`src/rtl/instr_fetch_unit_if.sv`:
```
// Fetch-unit bus bundle: instruction-memory read channel plus the decoder-side
// instruction stream and jump redirect.
interface instr_fetch_unit_if #(
    parameter int INSTR_W = 19,
    parameter int ADDR_W  = 12
);
    logic               imem_req;
    logic [ADDR_W-1:0]  imem_addr;
    logic               imem_ack;
    logic               imem_rvalid;
    logic [INSTR_W-1:0] imem_rdata;
    logic               instr_valid;
    logic [INSTR_W-1:0] instr;
    logic [ADDR_W-1:0]  instr_pc;
    logic               instr_ready;
    logic               jump;
    logic [ADDR_W-1:0]  jump_target;

    modport master (
        output imem_req, imem_addr,
        input  imem_ack, imem_rvalid, imem_rdata,
        output instr_valid, instr, instr_pc,
        input  instr_ready, jump, jump_target
    );

    modport slave (
        input  imem_req, imem_addr,
        output imem_ack, imem_rvalid, imem_rdata,
        input  instr_valid, instr, instr_pc,
        output instr_ready, jump, jump_target
    );
endinterface

```
`src/rtl/instr_fetch_unit.sv`:
```
// Instruction fetch stage: one outstanding memory read, PC-tagged FIFO to the core,
// jump redirect with response kill. Define IFU_PERF_CNT_EN to enable flush_cnt.
module instr_fetch_unit #(
    parameter int                INSTR_W  = 19,
    parameter int                ADDR_W   = 12,
    parameter int                DEPTH    = 4,
    parameter logic [ADDR_W-1:0] RESET_PC = '0
) (
    input  logic                   clk,
    input  logic                   rst,
    instr_fetch_unit_if.master     bus,
    output logic [15:0]            flush_cnt
);
    localparam int PTR_W = $clog2(DEPTH);
    localparam int CNT_W = PTR_W + 1;

    typedef enum logic [1:0] {S_IDLE, S_REQ, S_WAIT} state_t;

    state_t             state, state_next;
    logic [ADDR_W-1:0]  fetch_pc, fetch_pc_next, req_addr;
    logic [CNT_W-1:0]   count, count_next;
    logic               drop, drop_next;
    logic [PTR_W-1:0]   rd_ptr, wr_ptr;
    logic [INSTR_W-1:0] fifo_instr [DEPTH];
    logic [ADDR_W-1:0]  fifo_pc    [DEPTH];
    logic               rsp, push, pop, discard, has_space;

    // A jump kills the response arriving in the same cycle and voids any pop.
    assign rsp       = (state == S_WAIT) && bus.imem_rvalid;
    assign discard   = rsp && (drop || bus.jump);
    assign push      = rsp && !drop && !bus.jump;
    assign pop       = bus.instr_valid && bus.instr_ready && !bus.jump;
    assign has_space = count_next < CNT_W'(DEPTH);

    // NOTE: every always_comb output gets a default first so no latch is inferred.
    always_comb begin
        count_next    = count;
        fetch_pc_next = fetch_pc;
        if (bus.jump) begin
            count_next    = '0;
            fetch_pc_next = bus.jump_target;
        end else begin
            if (push) fetch_pc_next = fetch_pc + 1'b1;
            case ({push, pop})
                2'b10:   count_next = count + 1'b1;
                2'b01:   count_next = count - 1'b1;
                default: count_next = count;
            endcase
        end
    end

    always_comb begin
        state_next = state;
        drop_next  = drop;
        case (state)
            S_IDLE: if (has_space) state_next = S_REQ;
            S_REQ: begin
                // The old request must still complete; its response is killed later.
                if (bus.jump) drop_next = 1'b1;
                if (bus.imem_ack) state_next = S_WAIT;
            end
            S_WAIT: begin
                if (rsp) begin
                    drop_next  = 1'b0;
                    state_next = (discard || has_space) ? S_REQ : S_IDLE;
                end else if (bus.jump) begin
                    drop_next = 1'b1;
                end
            end
            default: state_next = S_IDLE;
        endcase
    end

    // NOTE: sequential state uses non-blocking assignments only.
    always_ff @(posedge clk or negedge rst) begin
        if (!rst) begin
            state    <= S_IDLE;
            fetch_pc <= RESET_PC;
            req_addr <= RESET_PC;
            count    <= '0;
            drop     <= 1'b0;
            rd_ptr   <= '0;
            wr_ptr   <= '0;
        end else begin
            state    <= state_next;
            fetch_pc <= fetch_pc_next;
            count    <= count_next;
            drop     <= drop_next;
            // Address is captured on entry so a jump cannot move a pending request.
            if (state_next == S_REQ && state != S_REQ) req_addr <= fetch_pc_next;
            if (bus.jump) begin
                rd_ptr <= '0;
                wr_ptr <= '0;
            end else begin
                if (push) wr_ptr <= wr_ptr + 1'b1;
                if (pop)  rd_ptr <= rd_ptr + 1'b1;
            end
        end
    end

    // NOTE: FIFO storage is not reset; the output mux hides it while empty.
    always_ff @(posedge clk) begin
        if (push) begin
            fifo_instr[wr_ptr] <= bus.imem_rdata;
            fifo_pc[wr_ptr]    <= fetch_pc;
        end
    end

    assign bus.imem_req    = (state == S_REQ);
    assign bus.imem_addr   = req_addr;
    assign bus.instr_valid = (count != '0);
    assign bus.instr       = bus.instr_valid ? fifo_instr[rd_ptr] : '0;
    assign bus.instr_pc    = bus.instr_valid ? fifo_pc[rd_ptr]    : '0;

`ifdef IFU_PERF_CNT_EN
    logic [16:0] flush_sum;

    always_comb begin
        flush_sum = {1'b0, flush_cnt} + 17'(bus.jump ? count : '0) + 17'(discard);
    end

    always_ff @(posedge clk or negedge rst) begin
        if (!rst)              flush_cnt <= '0;
        else if (flush_sum[16]) flush_cnt <= 16'hFFFF;
        else                   flush_cnt <= flush_sum[15:0];
    end
`else
    assign flush_cnt = '0;
`endif
endmodule

```
`src/flat_wrapper.sv`:
```
// flat-port wrapper written by rule: the top's interface ports become plain ports
module instr_fetch_unit_flat 
#(
    parameter int                INSTR_W  = 19,
    parameter int                ADDR_W   = 12,
    parameter int                DEPTH    = 4,
    parameter logic [ADDR_W-1:0] RESET_PC = '0
)
  (clk, rst, flush_cnt, bus_imem_req, bus_imem_addr, bus_imem_ack, bus_imem_rvalid, bus_imem_rdata, bus_instr_valid, bus_instr, bus_instr_pc, bus_instr_ready, bus_jump, bus_jump_target);
  instr_fetch_unit_if #(.INSTR_W(INSTR_W), .ADDR_W(ADDR_W)) bus_i ();
  input  logic clk;
  input  logic rst;
  output logic [15:0] flush_cnt;
  output wire logic [$bits(bus_i.imem_req)-1:0] bus_imem_req;
  output wire logic [$bits(bus_i.imem_addr)-1:0] bus_imem_addr;
  input wire logic [$bits(bus_i.imem_ack)-1:0] bus_imem_ack;
  input wire logic [$bits(bus_i.imem_rvalid)-1:0] bus_imem_rvalid;
  input wire logic [$bits(bus_i.imem_rdata)-1:0] bus_imem_rdata;
  output wire logic [$bits(bus_i.instr_valid)-1:0] bus_instr_valid;
  output wire logic [$bits(bus_i.instr)-1:0] bus_instr;
  output wire logic [$bits(bus_i.instr_pc)-1:0] bus_instr_pc;
  input wire logic [$bits(bus_i.instr_ready)-1:0] bus_instr_ready;
  input wire logic [$bits(bus_i.jump)-1:0] bus_jump;
  input wire logic [$bits(bus_i.jump_target)-1:0] bus_jump_target;
  assign bus_imem_req = bus_i.imem_req;
  assign bus_imem_addr = bus_i.imem_addr;
  assign bus_i.imem_ack = bus_imem_ack;
  assign bus_i.imem_rvalid = bus_imem_rvalid;
  assign bus_i.imem_rdata = bus_imem_rdata;
  assign bus_instr_valid = bus_i.instr_valid;
  assign bus_instr = bus_i.instr;
  assign bus_instr_pc = bus_i.instr_pc;
  assign bus_i.instr_ready = bus_instr_ready;
  assign bus_i.jump = bus_jump;
  assign bus_i.jump_target = bus_jump_target;
  instr_fetch_unit #(.INSTR_W(INSTR_W), .ADDR_W(ADDR_W), .DEPTH(DEPTH), .RESET_PC(RESET_PC)) u_core (.clk(clk), .rst(rst), .bus(bus_i), .flush_cnt(flush_cnt));
endmodule
```
`config.mk`:
```
export PLATFORM = sky130hd
export DESIGN_NAME = instr_fetch_unit_flat
export DESIGN_NICKNAME = d
export VERILOG_FILES = /design/src/rtl/instr_fetch_unit_if.sv /design/src/rtl/instr_fetch_unit.sv /design/src/flat_wrapper.sv
export SDC_FILE = /design/constraint.sdc
export NUM_CORES = 1
export LEC_CHECK = 0
export ABC_CLOCK_PERIOD_IN_PS = 5000
export CORE_MARGIN = 4
export CORE_UTILIZATION = 55
export CTS_BUF_LIST = sky130_fd_sc_hd__clkbuf_4
export DETAILED_ROUTE_END_ITERATION = 8
export HOLD_SLACK_MARGIN = 0.08
export PLACE_DENSITY = 0.84
export SLEW_MARGIN = 20
export SYNTH_ARGS = -nofsm -noshare
export SYNTH_HDL_FRONTEND = slang
export SYNTH_SLANG_ARGS = --single-unit
export TNS_END_PERCENT = 20
```
`constraint.sdc`:
```
create_clock -name clk -period 5 [get_ports clk]
set_input_delay 1 -clock clk [delete_from_list [all_inputs] [get_ports clk]]
set_output_delay 1 -clock clk [all_outputs]
set_load 0.01 [all_outputs]
```
==> metrics.md <==
| Metric | Value |
|---|---|
| # rows | 40 |
| Synthesized area | 6740 um2 |
| CP required | 5.40 ns |
| Post-cts sizing count | 0 |
| Die Y | ~120 um |
| Gr ovfl total | 0 |
| Leakage power | ~2.7 nW |
| Synth warnings | 0 |
| Crit end category | register |
| Die area | 14100 um2 |
| # DRC | 0 |
| Setup crit start kind | register |
| Layout Nets | 533 |
| CTS tree | yes |
| Reg area | around 4600 um2 |
| Iter 0 DRT Violations | around 260 |
| Root Driver | clkbuf_4 |
| Post-route ant nets | 0 |
| Design area | approximately 7900 um2 |
| Syn Inst Count | 395 |
| Vias in the first global route | between 3000 and 4000 |
| Area grow syn2layout | 16.8% |
| TritonCTS buffer count | 17 |
| Setup TNS | 0 ns |
| Fin. Hold Viols | 0 |
| H-tree levels | 4 |
| Skew-Pair Late Insertion Delay | around 0.52 ns |
| Count of different cell masters after synthesis | between 40 and 50 |
| Initial antenna violation count | 0 |
| Dominant cell type by area after synthesis | edfxtp_1 |
| Layout cells sized above 1 | 19.4% |
| I/O pin cnt | between 90 and 100 |
| Fillers | approximately 840 |
| Crit path arrival time | roughly 4.6 ns |
| Max Fclk | roughly 240 MHz |
| Power per cell area | approximately 340 nW/um2 |
| Max clock buf depth | 2 |
| Placed cell areas | 7640 um2 |
| Final max-slew violation count | 0 |
| Antenna cells | 0 |
| EDFF count, synth | approximately 120 |
| Vias post-DR | around 3500 |
| Footprint of the multi-input gates | between 1500 and 2000 um2 |
| DP Cell Count | 611 |
| Seq cells post-synth | between 150 and 200 |
| Hold Path Class | register to register |
| Synth Area in XOR/XNOR | under 10% |
| Post-Layout Cell Count | approximately 640 |
| Clock sinks | approximately 160 |
| PortBufs | between 80 and 90 |
| Synth async-reset ratio | a little over a fifth |
| Max FO, Critical Path | 34 |
| Mapped Avg Cell Area | 17.1 um2 |
| Maximum vdd drop | 0.000310 V |
| RSZ-0062 raised after global routing | no |
| Minimum clock period | approximately 4.2 ns |
| Post-CTS Setup Inserts | 0 |
| First-pass GRT wire length | about 20000 um |
| WL final | between 10000 and 15000 um |
| Top-area cell type share of the netlist area | 55.3% |
| Core area | approximately 12000 um2 |
| Hold Buf Count CTS | 0 |
| Mux share of post-synthesis cell area | between 10% and 20% |
| Rel. slew slack | 43.6% |
| Router iterations before antenna repair | 4 |
| Largest net degree at the start of global routing | 35 |
| Vias/cell | approximately 5.5 |
| Setup Crit Path Kind | register to register |
| Reg clk slew, reported paths | between 0.1 and 0.15 ns |
| Max-Cap Viols | 0 |
| Compound-Gate Fraction of Synth Area | 2.54% |
| Tightest Pin Transition | roughly 0.85 ns |
| Tcrit/Tclk final | about 84% |
| Post-DP HPWL | roughly 7700 um |
| Placer Congestion | 0.777 |
| Sequential area share after synthesis | 67.9% |
| GRT Total Usage | 18.0% |
| Starting Density | roughly 56% |
| Largest family of logic cells by synthesized area | multiplexers |
| Top FF cell, synth | edfxtp_1 |
| WL per Instance | about 18 um |
| Skew final | approximately 0.019 ns |
| Post-Synth Simple-Gate Area | about 7.9% |
| Synth area leaders | edfxtp_1, dfrtp_1, mux4_2, and2_1, mux2_4 |
| Die Width | about 120 um |
| Count of final setup violators | 0 |
| Final hold slack | between 0.5 and 0.6 ns |
| Status | finished, final reports clean |
| Synth Area in Adders | roughly 2.4% |
## kinds of logic after synthesis
logic type / after synthesis
AND/OR/NAND/NOR: 95
adder cells (fa/ha/maj): 13
XOR/XNOR: 15
buffers and inverters: 41
flip-flops: 158
multiplexers: 47
other: 1
AO/OA/AOI/OAI: 25
## flip-flops by register name, summed over array words and instances, names as in the netlist
register / count
u_core.count: 3
u_core.wr_ptr: 2
u_core.drop: 1
u_core.fetch_pc: 12
u_core.state: 2
u_core.bus.imem_addr: 12
u_core.fifo_instr: 76
u_core.fifo_pc: 48
u_core.rd_ptr: 2
## routing by layer
metal  global-route usage [%]  up-vias  routed length, um
li1                         -     1623                  -
met4                     6.23        0                124
met2                     29.3      104               5980
met5                        0        -                  0
met1                     23.6     1789               5080
met3                     4.98       10                631
## synthesized netlist by cell type, drive strengths merged, types with 2 or more instances
cell / instances
edfxtp: 124
and2: 36
dfrtp: 34
mux4: 31
buf: 23
nand2: 22
nor2: 18
ha: 13
mux2: 13
o21ai: 13
clkbuf: 9
inv: 9
xor2: 9
a21oi: 7
xnor2: 6
nor3: 4
mux2i: 3
nand3: 3
nand4: 3
nand3b: 2
or3: 2
## worst max-delay path, cell delays in order, from the launching register on
cell,delay [ns]
dfrtp_1,0.46
or3_2,0.79
nand2_1,0.21
nor2_1,0.10
ha_1,0.29
xor2_1,0.17
ha_1,0.22
a21oi_4,0.15
mux2i_4,0.32
mux2i_1,0.25
a211oi_2,0.12
a2111oi_4,0.33
buf_4,0.30
mux2_2,0.36
## layout by cell type, fill, tap and decap left out, types with 6 or more instances in the layout
cell / n
edfxtp_1: 124
clkdlybuf4s50_1: 81
dfrtp_1: 33
and2_1: 32
mux4_2: 31
nand2_1: 22
clkbuf_4: 18
nor2_1: 17
conb_1: 16
ha_1: 13
o21ai_0: 12
mux2_4: 11
xor2_1: 9
inv_1: 8
a21oi_1: 6
## final timing paths
path                                                          start                                    to  slack, ns  depth (start not counted)
worst min-delay path            u_core.bus.imem_addr[2]$_DFFE_PN0P_   u_core.bus.imem_addr[2]$_DFFE_PN0P_       0.54                          1
min in group asynchronous                                       rst   u_core.bus.imem_addr[9]$_DFFE_PN0P_       0.87                          2
worst min register to register  u_core.bus.imem_addr[2]$_DFFE_PN0P_   u_core.bus.imem_addr[2]$_DFFE_PN0P_       0.54                          1
worst max-delay path                    u_core.count[1]$_DFFE_PN0P_  u_core.bus.imem_addr[11]$_DFFE_PN0P_       0.82                         13
max in group asynchronous                                       rst          u_core.rd_ptr[0]$_DFFE_PN0P_       3.79                          2
worst max register to register          u_core.count[1]$_DFFE_PN0P_  u_core.bus.imem_addr[11]$_DFFE_PN0P_       0.82                         13
## final cells by class
class / instances / area share, %
clock inverter: 14 / 1.21
multi-input combinational: 211 / 25.4
sequential: 158 / 58.1
clock buffer: 18 / 1.72
inverter: 9 / 0.429
timing repair buffer: 86 / 10.8
tap: 147 / 2.34
## metrics by stage
step                      utilization, %  setup slack [ns]  power [mW]
after floorplan                        -             0.887        1.88
after CTS                           65.5             0.784        2.69
after global routing                65.6             0.532        2.80
after detailed placement            63.6             0.345        2.07
after global placement              63.6             0.497        2.04
final                               65.6             0.816        2.67
## power by group
part           internal, mW  total (mW)  switching [mW]
sequential             1.49        1.55          0.0611
clock                 0.201       0.631           0.430
combinational         0.285       0.488           0.202
Note: power is estimated with default switching activity, not from simulation.
